--- config.mk ---
export PLATFORM = sky130hd
export DESIGN_NAME = period_meter
export DESIGN_NICKNAME = d
export VERILOG_FILES = /design/src/rtl/period_meter_pkg.sv /design/src/rtl/sync_rise_det.sv /design/src/rtl/period_meter.sv
export SDC_FILE = /design/constraint.sdc
export NUM_CORES = 1
export LEC_CHECK = 0
export CAP_MARGIN = 15
export CORE_ASPECT_RATIO = 1.25
export CORE_UTILIZATION = 50
export CTS_CLUSTER_SIZE = 28
export DETAILED_ROUTE_END_ITERATION = 6
export GPL_TIMING_DRIVEN = 0
export PLACE_DENSITY = 0.72
export SYNTH_ARGS = -nofsm -noshare
export SYNTH_HDL_FRONTEND = slang
export SYNTH_SLANG_ARGS = --single-unit
--- constraint.sdc ---
create_clock -name clk -period 3.5 [get_ports clk]
set_input_delay 0.525 -clock clk [delete_from_list [all_inputs] [get_ports clk]]
set_output_delay 0.525 -clock clk [all_outputs]
set_load 0.02 [all_outputs]
--- src/rtl/period_meter_pkg.sv ---
// rtl/period_meter_pkg.sv - shared types and defaults for the period meter
// Purpose: measurement FSM state encoding and default parameter values.
// Ports: none (package).
package period_meter_pkg;

  localparam int CNT_W_DEF   = 31;
  localparam int TIMEOUT_DEF = 50000000;

  typedef enum logic {
    IDLE    = 1'b0,
    MEASURE = 1'b1
  } state_e;

endpackage : period_meter_pkg

--- src/rtl/sync_rise_det.sv ---
// rtl/sync_rise_det.sv - 2-flop synchronizer with rising-edge detect
// Purpose: brings an asynchronous input into the clk domain and flags its
//          rising edges.
// Ports:
//   clk   - clock
//   rst_n - asynchronous active-low reset
//   d_in  - asynchronous input
//   level - synchronized level of d_in
//   rise  - one-cycle pulse when the synchronized level goes 0 -> 1
module sync_rise_det (
  input  logic clk,
  input  logic rst_n,
  input  logic d_in,
  output logic level,
  output logic rise
);

  logic s1_q;
  logic s2_q;
  logic prev_q;

  always_ff @(posedge clk or negedge rst_n) begin
    if (!rst_n) begin
      s1_q   <= 1'b0;
      s2_q   <= 1'b0;
      prev_q <= 1'b0;
    end else begin
      s1_q   <= d_in;
      s2_q   <= s1_q;
      prev_q <= s2_q;
    end
  end

  assign level = s2_q;
  assign rise  = s2_q & ~prev_q;

endmodule : sync_rise_det

--- src/rtl/period_meter.sv ---
// rtl/period_meter.sv - period and high-time meter for a slow square wave
// Purpose: counts clk cycles between rising edges of sig_in and the cycles it
//          was high, reporting both once per period; flags a lost signal.
// Optional feature: define PERIOD_METER_AVG_EN to report the average of every
//          4 consecutive raw measurements instead of each raw measurement.
// Ports:
//   clk        - clock
//   rst_n      - asynchronous active-low reset
//   sig_in     - asynchronous signal to measure
//   period     - last measured period, clk cycles
//   high_time  - clk cycles sig_in was high in that period
//   meas_valid - one-cycle pulse when period/high_time update
//   timeout    - level: no rising edge seen for TIMEOUT cycles
module period_meter
  import period_meter_pkg::*;
#(
  parameter int CNT_W   = CNT_W_DEF,
  parameter int TIMEOUT = TIMEOUT_DEF
) (
  input  logic             clk,
  input  logic             rst_n,
  input  logic             sig_in,
  output logic [CNT_W-1:0] period,
  output logic [CNT_W-1:0] high_time,
  output logic             meas_valid,
  output logic             timeout
);

  localparam logic [CNT_W-1:0] CNT_LAST = CNT_W'(TIMEOUT - 1);
  localparam logic [CNT_W-1:0] CNT_MAX  = '1;

  logic level;
  logic rise;

  sync_rise_det u_sync_rise_det (
    .clk   (clk),
    .rst_n (rst_n),
    .d_in  (sig_in),
    .level (level),
    .rise  (rise)
  );

  state_e           state_q, state_d;
  logic [CNT_W-1:0] cnt_q, cnt_d;
  logic [CNT_W-1:0] hi_cnt_q, hi_cnt_d;
  logic [CNT_W-1:0] period_q, period_d;
  logic [CNT_W-1:0] high_q, high_d;
  logic             valid_q, valid_d;
  logic             timeout_q, timeout_d;

  // Raw measurement strobe and values, consumed by the output stage.
  logic             raw_stb;
  logic             idle_entry;
  logic [CNT_W-1:0] raw_p;
  logic [CNT_W-1:0] raw_h;

  // The rise cycle itself is the last cycle of the period, hence the +1.
  assign raw_p = cnt_q + 1'b1;
  assign raw_h = hi_cnt_q;

  always_comb begin
    state_d    = state_q;
    cnt_d      = cnt_q;
    hi_cnt_d   = hi_cnt_q;
    timeout_d  = timeout_q;
    raw_stb    = 1'b0;
    idle_entry = 1'b0;
    unique case (state_q)
      IDLE: begin
        if (rise) begin
          cnt_d     = '0;
          hi_cnt_d  = CNT_W'(1);
          timeout_d = 1'b0;
          state_d   = MEASURE;
        end
      end
      MEASURE: begin
        // A rise on the last allowed cycle is still a valid period.
        if (rise) begin
          raw_stb  = 1'b1;
          cnt_d    = '0;
          hi_cnt_d = CNT_W'(1);
        end else if (cnt_q == CNT_LAST) begin
          timeout_d  = 1'b1;
          idle_entry = 1'b1;
          state_d    = IDLE;
        end else begin
          cnt_d = cnt_q + 1'b1;
          if (level && (hi_cnt_q != CNT_MAX)) begin
            hi_cnt_d = hi_cnt_q + 1'b1;
          end
        end
      end
      default: state_d = IDLE;
    endcase
  end

`ifdef PERIOD_METER_AVG_EN
  logic [CNT_W+1:0] acc_p_q, acc_p_d;
  logic [CNT_W+1:0] acc_h_q, acc_h_d;
  logic [1:0]       acc_n_q, acc_n_d;
  logic [CNT_W+1:0] sum_p;
  logic [CNT_W+1:0] sum_h;

  assign sum_p = acc_p_q + {2'b00, raw_p};
  assign sum_h = acc_h_q + {2'b00, raw_h};

  always_comb begin
    acc_p_d  = acc_p_q;
    acc_h_d  = acc_h_q;
    acc_n_d  = acc_n_q;
    period_d = period_q;
    high_d   = high_q;
    valid_d  = 1'b0;
    if (idle_entry) begin
      acc_p_d = '0;
      acc_h_d = '0;
      acc_n_d = '0;
    end else if (raw_stb) begin
      if (acc_n_q == 2'd3) begin
        period_d = CNT_W'(sum_p >> 2);
        high_d   = CNT_W'(sum_h >> 2);
        valid_d  = 1'b1;
        acc_p_d  = '0;
        acc_h_d  = '0;
        acc_n_d  = '0;
      end else begin
        acc_p_d = sum_p;
        acc_h_d = sum_h;
        acc_n_d = acc_n_q + 2'd1;
      end
    end
  end

  always_ff @(posedge clk or negedge rst_n) begin
    if (!rst_n) begin
      acc_p_q <= '0;
      acc_h_q <= '0;
      acc_n_q <= '0;
    end else begin
      acc_p_q <= acc_p_d;
      acc_h_q <= acc_h_d;
      acc_n_q <= acc_n_d;
    end
  end
`else
  always_comb begin
    period_d = period_q;
    high_d   = high_q;
    valid_d  = raw_stb;
    if (raw_stb) begin
      period_d = raw_p;
      high_d   = raw_h;
    end
  end
`endif

  always_ff @(posedge clk or negedge rst_n) begin
    if (!rst_n) begin
      state_q   <= IDLE;
      cnt_q     <= '0;
      hi_cnt_q  <= '0;
      period_q  <= '0;
      high_q    <= '0;
      valid_q   <= 1'b0;
      timeout_q <= 1'b0;
    end else begin
      state_q   <= state_d;
      cnt_q     <= cnt_d;
      hi_cnt_q  <= hi_cnt_d;
      period_q  <= period_d;
      high_q    <= high_d;
      valid_q   <= valid_d;
      timeout_q <= timeout_d;
    end
  end

  assign period     = period_q;
  assign high_time  = high_q;
  assign meas_valid = valid_q;
  assign timeout    = timeout_q;

endmodule : period_meter

==> results of run 1 <==
## how the worst min path moves through the flow
| stage | startpoint | endpoint | slack, ns |
|---|---|---|---|
| after CTS | rst_n | period[15] | 0.10 |
| after global routing | rst_n | period[15] | 0.11 |
| after floorplan | rst_n | cnt_q[0] | 0.23 |
| after global placement | u_sync_rise_det.s1_q | u_sync_rise_det.level | 0.34 |
| final | rst_n | period[15] | 0.07 |
| after detailed placement | u_sync_rise_det.s1_q | u_sync_rise_det.level | 0.37 |
## state kept, by name (all words and copies together) (netlist names)
register / cells
u_sync_rise_det.level: 1
high_time: 31
period: 31
timeout: 1
u_sync_rise_det.s1_q: 1
meas_valid: 1
u_sync_rise_det.prev_q: 1
cnt_q: 31
state_q: 1
hi_cnt_q: 31
## metrics by stage
| stage | area, µm² | hold WS, ns |
|---|---|---|
| 3_3_place_gp | 7401 | 0.3378 |
| 5_1_grt | 8039 | 0.1093 |
| 2_1_floorplan | 6530 | 0.2294 |
| 6_report | 8039 | 0.06831 |
| 3_5_place_dp | 7430 | 0.3714 |
| 4_1_cts | 8039 | 0.1002 |
## cell usage after synthesis, drive strengths merged (2+ instances only)
cell type,n
xor2,21
mux2,2
a41oi,5
a22o,3
o21ai,45
nand4,29
or3,16
clkbuf,22
inv,5
a21oi,20
xnor2,15
o311ai,2
a21boi,3
a41o,2
o21a,4
o31ai,6
o211ai,3
o211a,4
ha,2
and2,7
nand3,23
or4,8
a31oi,13
nor3,14
nand2,152
a221o,16
and4,9
dfrtp,130
a2bb2oi,2
and3,22
buf,22
nor4,9
a21o,3
nor2,40
## layout make-up
| class | count | area (µm²) | share of cell area |
|---|---|---|---|
| sequential | 130 | 3253 | 0.4047 |
| buffer | 44 | 247.7 | 0.03082 |
| clock inverter | 12 | 156.4 | 0.01946 |
| multi-input combinational | 510 | 3007 | 0.3740 |
| inverter | 6 | 22.52 | 0.002802 |
| timing repair buffer | 67 | 689.4 | 0.08576 |
| clock buffer | 19 | 452.9 | 0.05634 |
| tap | 168 | 210.2 | 0.02615 |
## cells by family after synthesis
kind of cell | Yosys count | synth area share
buffers and inverters | 50 | 0.04139
and+or+nand+nor | 336 | 0.2604
xor gates and xnor gates | 36 | 0.04829
DFF | 130 | 0.4982
AOI/OAI and AO/OA | 133 | 0.1429
adders and majority gates | 2 | 0.003832
muxes | 3 | 0.004982
## critical path, cell delays in order, from the launching register on
cell and delay (ns):
sky130_fd_sc_hd__dfrtp_1 0.37, sky130_fd_sc_hd__buf_6 0.13, sky130_fd_sc_hd__nor4_1 0.59, sky130_fd_sc_hd__nand4_2 0.34, sky130_fd_sc_hd__o31ai_4 0.48, sky130_fd_sc_hd__buf_4 0.28
sky130_fd_sc_hd__buf_4 0.22, sky130_fd_sc_hd__o21ai_0 0.13, sky130_fd_sc_hd__a21oi_1 0.17
## routing by layer
| layer | wire length (µm) | GRT usage | vias up |
|---|---|---|---|
| met1 | 6918 | 0.2999 | 2780 |
| met4 | 403 | 0.1210 | 0 |
| li1 | - | - | 2648 |
| met3 | 670 | 0.05544 | 37 |
| met2 | 9157 | 0.4902 | 155 |
| met5 | 0 | 0 | - |
## power by group
group          total [mW]  internal, mW  switching [mW]
logic               0.390         0.158           0.231
clock network        1.84          1.16           0.683
registers            1.66          1.58          0.0822
total                3.89          2.90           0.996
==> report_table.html, run 1 <==
<table>
<tr><th>Metric</th><th>Value</th></tr>
<tr><th colspan="2">Synth</th></tr>
<tr><td>Cell count after synthesis</td><td>690</td></tr>
<tr><td>Cell type contributing the most total cell area after synthesis</td><td>sky130_fd_sc_hd__dfrtp_1</td></tr>
<tr><td>Yosys synthesis warning count</td><td>0</td></tr>
<tr><td>Async S/R FF share, synth</td><td>1.000</td></tr>
<tr><td>Part of the Yosys area used for sequential elements</td><td>0.4982</td></tr>
<tr><td>Post-synthesis net count</td><td>695</td></tr>
<tr><td>Area fraction of the dominant cell type after synthesis</td><td>0.4982</td></tr>
<tr><td>Primary flip-flop cell chosen by synthesis mapping</td><td>sky130_fd_sc_hd__dfrtp_1</td></tr>
<tr><td>Netlist area before placement</td><td>6530 µm²</td></tr>
<tr><td>Library cells used by synthesis</td><td>64</td></tr>
<tr><td>Number of flops mapped to enable cells by yosys</td><td>0</td></tr>
<tr><td>Seq cells post-synth</td><td>130</td></tr>
<tr><td>Synth top area cells</td><td>sky130_fd_sc_hd__dfrtp_1, sky130_fd_sc_hd__nand2_1, sky130_fd_sc_hd__o21ai_0</td></tr>
<tr><td>Avg Inst Size Synth</td><td>approximately 9.5 µm²</td></tr>
<tr><th colspan="2">Route</th></tr>
<tr><td>Number of search-and-repair iterations in the first detailed-routing pass</td><td>5</td></tr>
<tr><td>Via count of the routed design</td><td>5620</td></tr>
<tr><td>Routed WL per cell</td><td>17.94 µm</td></tr>
<tr><td>DRC violations left</td><td>0</td></tr>
<tr><td>Detail Route Antenna Nets</td><td>0</td></tr>
<tr><td>Number of DRC markers after the initial detailed-route iteration</td><td>362</td></tr>
<tr><td>Drt via density</td><td>5.879</td></tr>
<tr><td>Total Routed Length</td><td>17.15 mm</td></tr>
<tr><th colspan="2">Timing</th></tr>
<tr><td>Slew Limit Headroom</td><td>0.4203</td></tr>
<tr><td>Setup TNS after final layout</td><td>0 ns</td></tr>
<tr><td>Actual transition at the worst max-transition pin</td><td>0.8583 ns</td></tr>
<tr><td>Setup Viol. Count Final</td><td>0</td></tr>
<tr><td>Post-route fraction of the period consumed by the critical path</td><td>0.8010</td></tr>
<tr><td>Final Hold Viols</td><td>0</td></tr>
<tr><td>Clock Skews</td><td>0.01036 ns</td></tr>
<tr><td>Total count of max-transition violations in the final report</td><td>0</td></tr>
<tr><td>Setup slack after layout</td><td>between 0.6 and 0.7 ns</td></tr>
<tr><td>Final worst path period need</td><td>2.803 ns</td></tr>
<tr><td>Max Fclk</td><td>roughly 360 MHz</td></tr>
<tr><td>Unrepaired setup endpoints after global routing</td><td>no</td></tr>
<tr><th colspan="2">Min path</th></tr>
<tr><td>Type of the most critical hold path</td><td>primary input to async pin</td></tr>
<tr><th colspan="2">Worst setup path</th></tr>
<tr><td>Critical Path Source Type</td><td>register</td></tr>
<tr><td>Arrival time of the worst setup path</td><td>3.14 ns</td></tr>
<tr><td>Terminus of the critical flop-to-flop path</td><td>cnt_q[25]</td></tr>
<tr><td>Origin of the worst setup path</td><td>cnt_q[26]</td></tr>
<tr><td>Crit. End Element</td><td>register</td></tr>
<tr><td>Worst-case reg-to-reg path depth</td><td>8</td></tr>
<tr><td>Critical Path End</td><td>cnt_q[25]</td></tr>
<tr><td>Peak fanout along the critical path</td><td>10</td></tr>
<tr><td>Slack of the worst reg-to-reg path</td><td>0.70 ns</td></tr>
<tr><td>Critical path data required time</td><td>3.84 ns</td></tr>
<tr><td>Reg-to-reg startpoint</td><td>cnt_q[26]</td></tr>
<tr><td>Crit Path Category</td><td>register to register</td></tr>
<tr><th colspan="2">Layout</th></tr>
<tr><td>Share of final-layout standard cells stronger than drive strength 1</td><td>0.1015</td></tr>
<tr><td>Final core occ</td><td>0.6320</td></tr>
<tr><td>Total inserted antenna cells</td><td>0</td></tr>
<tr><td>Fillers</td><td>about 1100</td></tr>
<tr><td>Non-filler cells in the finished layout</td><td>956</td></tr>
<tr><td>Leading cell type in the layout, fill and taps excluded</td><td>sky130_fd_sc_hd__nand2_1</td></tr>
<tr><td>Count of nets after finishing</td><td>781</td></tr>
<tr><td>Highest-count cells in the layout ignoring fill and taps</td><td>sky130_fd_sc_hd__nand2_1, sky130_fd_sc_hd__dfrtp_1, sky130_fd_sc_hd__clkdlybuf4s50_1, sky130_fd_sc_hd__o21ai_0, sky130_fd_sc_hd__nor2_1</td></tr>
<tr><td>Area delta synth-&gt;final</td><td>23.11%</td></tr>
<tr><th colspan="2">Place</th></tr>
<tr><td>Number of placed instances, taps included</td><td>925</td></tr>
<tr><td>HPWL Detailed</td><td>~12 mm</td></tr>
<tr><td>Number of buffer cells added on primary ports</td><td>66</td></tr>
<tr><td>Pre-CTS setup slack</td><td>a little over 0.7 ns</td></tr>
<tr><td>Routability cong.</td><td>approximately 0.88</td></tr>
<tr><th colspan="2">Pwr</th></tr>
<tr><td>IR Drop Worst-Case VDD</td><td>0.0003035 V</td></tr>
<tr><td>Total design power</td><td>between 3 and 4 mW</td></tr>
<tr><td>Static leakage</td><td>3.594 nW</td></tr>
<tr><td>Power density over the cells</td><td>slightly below 500 nW/µm²</td></tr>
<tr><th colspan="2">Global routing</th></tr>
<tr><td>Maximum number of pins on one net before global-route repair</td><td>71</td></tr>
<tr><td>Antenna violations before repair</td><td>0</td></tr>
<tr><td>Number of global-route vias before repair</td><td>5552</td></tr>
<tr><td>Global-route congestion overflow total</td><td>0</td></tr>
<tr><td>Overall fraction of global-route tracks in use</td><td>0.2668</td></tr>
<tr><td>Global-route wire length before repair</td><td>between 20 and 30 mm</td></tr>
<tr><th colspan="2">Clock network</th></tr>
<tr><td>Cell chosen for the clock root</td><td>sky130_fd_sc_hd__clkbuf_16</td></tr>
<tr><td>Clock Tree Buf Depth</td><td>2</td></tr>
<tr><td>Post-CTS Setup Repair Bufs</td><td>0</td></tr>
<tr><td>TritonCTS Buffers</td><td>17</td></tr>
<tr><td>Post-cts repair resize count</td><td>0</td></tr>
<tr><td>TritonCTS clock tree</td><td>built</td></tr>
<tr><td>Depth of the CTS H-tree</td><td>4</td></tr>
<tr><td>Clock transition at the register clock pins on the worst setup and hold paths after CTS</td><td>0.06 ns</td></tr>
<tr><td>Clk Latency, worst-skew pair</td><td>around 0.43 ns</td></tr>
<tr><td>Cts hold-fix bufs</td><td>0</td></tr>
<tr><td>Clock tree sinks</td><td>between 100 and 150</td></tr>
<tr><th colspan="2">Die</th></tr>
<tr><td>Floorplan die area</td><td>13520 µm²</td></tr>
<tr><td>Width of the chip</td><td>104.2 µm</td></tr>
<tr><td>Starting density of the core</td><td>0.5134</td></tr>
<tr><td>Top Ports</td><td>67</td></tr>
<tr><td>Y dimension of the die</td><td>129.8 µm</td></tr>
<tr><td>Core region area</td><td>12720 µm²</td></tr>
<tr><td>Placement Rows</td><td>46</td></tr>
<tr><th colspan="2">Job</th></tr>
<tr><td>Number of max-cap violations</td><td>0</td></tr>
<tr><th colspan="2">Outcome</th></tr>
<tr><td>Status</td><td>finished clean</td></tr>
</table>
(Power assumes the default switching activity.)
==> inputs of run 2 (changes only) <==
--- a/config.mk
+++ b/config.mk
@@ -11,7 +11,7 @@
 export CTS_CLUSTER_SIZE = 28
 export DETAILED_ROUTE_END_ITERATION = 6
 export GPL_TIMING_DRIVEN = 0
-export PLACE_DENSITY = 0.72
+export PLACE_DENSITY = 0.74
 export SYNTH_ARGS = -nofsm -noshare
 export SYNTH_HDL_FRONTEND = slang
 export SYNTH_SLANG_ARGS = --single-unit
==> constraint.sdc (replaced) <==
create_clock -name clk -period 2.4 [get_ports clk]
set_input_delay 0.36 -clock clk [delete_from_list [all_inputs] [get_ports clk]]
set_output_delay 0.36 -clock clk [all_outputs]
set_load 0.02 [all_outputs]
==> run 2 against run 1 <==
Effect of this change:
- combinational power increased by 55%
- maximum frequency increased by 21%
- largest cell class unchanged
- critical endpoint is now hi_cnt_q[24]
- global-route usage increased by 0.096 points
- worst hold slack improved by 0.29 ns
- die area unchanged
==> report_table.html, run 2 (synthesized netlist as in run 1, its figures left out) <==
<table>
<tr><th>Metric</th><th>Value</th></tr>
<tr><th colspan="2">Global routing</th></tr>
<tr><td>Number of global-route vias before repair</td><td>approximately 5700</td></tr>
<tr><td>Global-route wire length before repair</td><td>28.35 mm</td></tr>
<tr><td>Antenna violations before repair</td><td>0</td></tr>
<tr><td>Maximum number of pins on one net before global-route repair</td><td>88</td></tr>
<tr><td>Overall fraction of global-route tracks in use</td><td>0.2677</td></tr>
<tr><td>Global-route congestion overflow total</td><td>0</td></tr>
<tr><th colspan="2">Timing</th></tr>
<tr><td>Final Hold Viols</td><td>0</td></tr>
<tr><td>Max Fclk</td><td>430.5 MHz</td></tr>
<tr><td>Post-route fraction of the period consumed by the critical path</td><td>0.9680</td></tr>
<tr><td>Setup TNS after final layout</td><td>0 ns</td></tr>
<tr><td>Total count of max-transition violations in the final report</td><td>0</td></tr>
<tr><td>Setup Viol. Count Final</td><td>0</td></tr>
<tr><td>Slew Limit Headroom</td><td>0.4529</td></tr>
<tr><td>Clock Skews</td><td>0.01250 ns</td></tr>
<tr><td>Final worst path period need</td><td>2.323 ns</td></tr>
<tr><td>Actual transition at the worst max-transition pin</td><td>0.8099 ns</td></tr>
<tr><th colspan="2">Route</th></tr>
<tr><td>Number of search-and-repair iterations in the first detailed-routing pass</td><td>7</td></tr>
<tr><td>Detail Route Antenna Nets</td><td>0</td></tr>
<tr><td>Routed WL per cell</td><td>18.32 µm</td></tr>
<tr><td>Via count of the routed design</td><td>5884</td></tr>
<tr><td>Drt via density</td><td>6.047</td></tr>
<tr><td>DRC violations left</td><td>0</td></tr>
<tr><td>Number of DRC markers after the initial detailed-route iteration</td><td>332</td></tr>
<tr><td>Total Routed Length</td><td>17.82 mm</td></tr>
<tr><th colspan="2">Layout</th></tr>
<tr><td>Total inserted antenna cells</td><td>0</td></tr>
<tr><td>Count of nets after finishing</td><td>798</td></tr>
<tr><td>Area occupied by multi-input gates</td><td>3098 µm²</td></tr>
<tr><td>Leading cell type in the layout, fill and taps excluded</td><td>sky130_fd_sc_hd__nand2_1</td></tr>
<tr><td>Fillers</td><td>1044</td></tr>
<tr><td>Highest-count cells in the layout ignoring fill and taps</td><td>sky130_fd_sc_hd__nand2_1, sky130_fd_sc_hd__dfrtp_1, sky130_fd_sc_hd__clkdlybuf4s50_1, sky130_fd_sc_hd__o21ai_0, sky130_fd_sc_hd__nor2_1</td></tr>
<tr><td>Area delta synth-&gt;final</td><td>26.58%</td></tr>
<tr><td>Share of final-layout standard cells stronger than drive strength 1</td><td>0.1342</td></tr>
<tr><td>Register Area</td><td>3261 µm²</td></tr>
<tr><th colspan="2">Clock network</th></tr>
<tr><td>TritonCTS Buffers</td><td>17</td></tr>
<tr><td>Clock Tree Buf Depth</td><td>2</td></tr>
<tr><td>Clock transition at the register clock pins on the worst setup and hold paths after CTS</td><td>0.06 ns</td></tr>
<tr><td>Clk Latency, worst-skew pair</td><td>0.42 ns</td></tr>
<tr><td>Cell chosen for the clock root</td><td>sky130_fd_sc_hd__clkbuf_16</td></tr>
<tr><td>TritonCTS clock tree</td><td>built</td></tr>
<tr><td>Depth of the CTS H-tree</td><td>4</td></tr>
<tr><td>Clock tree sinks</td><td>130</td></tr>
<tr><th colspan="2">Job</th></tr>
<tr><td>Number of max-cap violations</td><td>0</td></tr>
<tr><th colspan="2">Place</th></tr>
<tr><td>Routability cong.</td><td>0.9120</td></tr>
<tr><td>HPWL Detailed</td><td>12.12 mm</td></tr>
<tr><td>Number of buffer cells added on primary ports</td><td>66</td></tr>
<tr><th colspan="2">Worst setup path</th></tr>
<tr><td>Critical path data required time</td><td>~2.8 ns</td></tr>
<tr><td>Largest stage delay on the critical path</td><td>0.49 ns</td></tr>
<tr><td>Arrival time of the worst setup path</td><td>2.68 ns</td></tr>
<tr><td>Peak fanout along the critical path</td><td>8</td></tr>
<tr><td>Reg-to-reg startpoint</td><td>cnt_q[27]</td></tr>
<tr><td>Most frequent cell on the critical path</td><td>sky130_fd_sc_hd__buf_4</td></tr>
<tr><td>Highest-delay cell along the critical path</td><td>sky130_fd_sc_hd__dfrtp_2</td></tr>
<tr><td>Crit. End Element</td><td>register</td></tr>
<tr><td>Crit Path Category</td><td>register to register</td></tr>
<tr><td>Origin of the worst setup path</td><td>cnt_q[27]</td></tr>
<tr><td>Critical Path Source Type</td><td>register</td></tr>
<tr><td>Critical Path, Cell by Cell</td><td>nor4_4 &gt; nand4_2 &gt; buf_4 &gt; o31ai_4 &gt; buf_4 &gt; a21o_1 &gt; buf_6 &gt; clkbuf_16 &gt; a221o_1</td></tr>
<tr><th colspan="2">Die</th></tr>
<tr><td>Starting density of the core</td><td>0.5134</td></tr>
<tr><td>Core region area</td><td>roughly 13000 µm²</td></tr>
<tr><td>Floorplan die area</td><td>13520 µm²</td></tr>
<tr><td>Y dimension of the die</td><td>about 130 µm</td></tr>
<tr><td>Placement Rows</td><td>46</td></tr>
<tr><td>Top Ports</td><td>67</td></tr>
<tr><td>Width of the chip</td><td>104.2 µm</td></tr>
<tr><th colspan="2">Pwr</th></tr>
<tr><td>Total design power</td><td>5.568 mW</td></tr>
<tr><td>Static leakage</td><td>3.705 nW</td></tr>
<tr><td>IR Drop Worst-Case VDD</td><td>0.0004254 V</td></tr>
<tr><td>Power density over the cells</td><td>673.6 nW/µm²</td></tr>
<tr><th colspan="2">Min path</th></tr>
<tr><td>Worst Min Path Start</td><td>u_sync_rise_det.s1_q</td></tr>
<tr><td>Type of the most critical hold path</td><td>register to register</td></tr>
<tr><th colspan="2">Outcome</th></tr>
<tr><td>Status</td><td>finished clean</td></tr>
</table>
## run 2: changes by cell type in the layout (fill, tap and decap cells not counted), sizes merged
| cell | delta |
|---|---|
| inv | -2 |
| clkinv | +2 |
| buf | +15 |
| bufinv | -1 |
| clkinvlp | -2 |
| clkbuf | +4 |
| dlygate4sd3 | +1 |
## run 2: where the power goes
group / total (mW) / switching, mW / internal [mW] / leakage (nW)
combinational: 0.606 / 0.345 / 0.261 / 1.66
clock: 2.52 / 0.947 / 1.57 / 0.276
sequential: 2.44 / 0.132 / 2.31 / 1.77
## run 2: cell type report
type,count,area share
repair buffers,84,0.1013
multi-input cells,510,0.3748
flip-flops and latches,130,0.3945
plain buffers,44,0.03209
inverters,6,0.002725
well taps,168,0.02543
clock buffers,22,0.05616
clock inverters,9,0.01302
## run 2: critical path, delay by kind of cell, from the launching register on
| kind | cells | cell delay [ns] |
|---|---|---|
| flops | 1 | 0.49 |
| compound gates | 3 | 0.63 |
| simple gates | 2 | 0.48 |
| buf+inv | 4 | 0.67 |
## run 2: through the flow
stage / std cells / worst slack, ns / cell area (µm²) / hold WS [ns] / util
global placement: 924 / -4.085 / 7401 / 0.3370 / 0.5818
finish: 973 / 0.07688 / 8265 / 0.3591 / 0.6498
floorplan: 690 / 0.2580 / 6530 / 0.06441 / -
global route: 973 / -0.003640 / 8265 / 0.3765 / 0.6498
CTS: 966 / 0.02025 / 8107 / 0.3629 / 0.6373
detailed placement: 925 / -0.2746 / 7430 / 0.3156 / 0.5841
## run 2: path summary, 6_finish.rpt
| kind | to | slack (ns) | depth (start not counted) |
|---|---|---|---|
| worst min-delay path | u_sync_rise_det.level | 0.36 | 0 |
| min in group asynchronous | period[16] | 0.44 | 2 |
| max in group asynchronous | cnt_q[27] | 1.17 | 3 |
| worst max register to register | hi_cnt_q[24] | 0.08 | 9 |
| worst max-delay path | hi_cnt_q[24] | 0.08 | 9 |
| worst min register to register | u_sync_rise_det.level | 0.36 | 0 |
## run 2: repair_timing
action                                  CTS  global route
resized for setup                         8            19
endpoints found under the setup margin   53            41
gates cloned                              0             1
hold buffers                              1             0
pin swaps                                 4             5
endpoints found under the hold margin    43             0
buffers inserted                          9             6
## run 2: routing by layer
metal	part of all wire	vias up	GRT usage
met1	0.38	2877	0.3023
li1	-	2692	-
met3	0.050	70	0.04446
met5	0	-	0
met2	0.53	245	0.4831
met4	0.047	0	0.1563
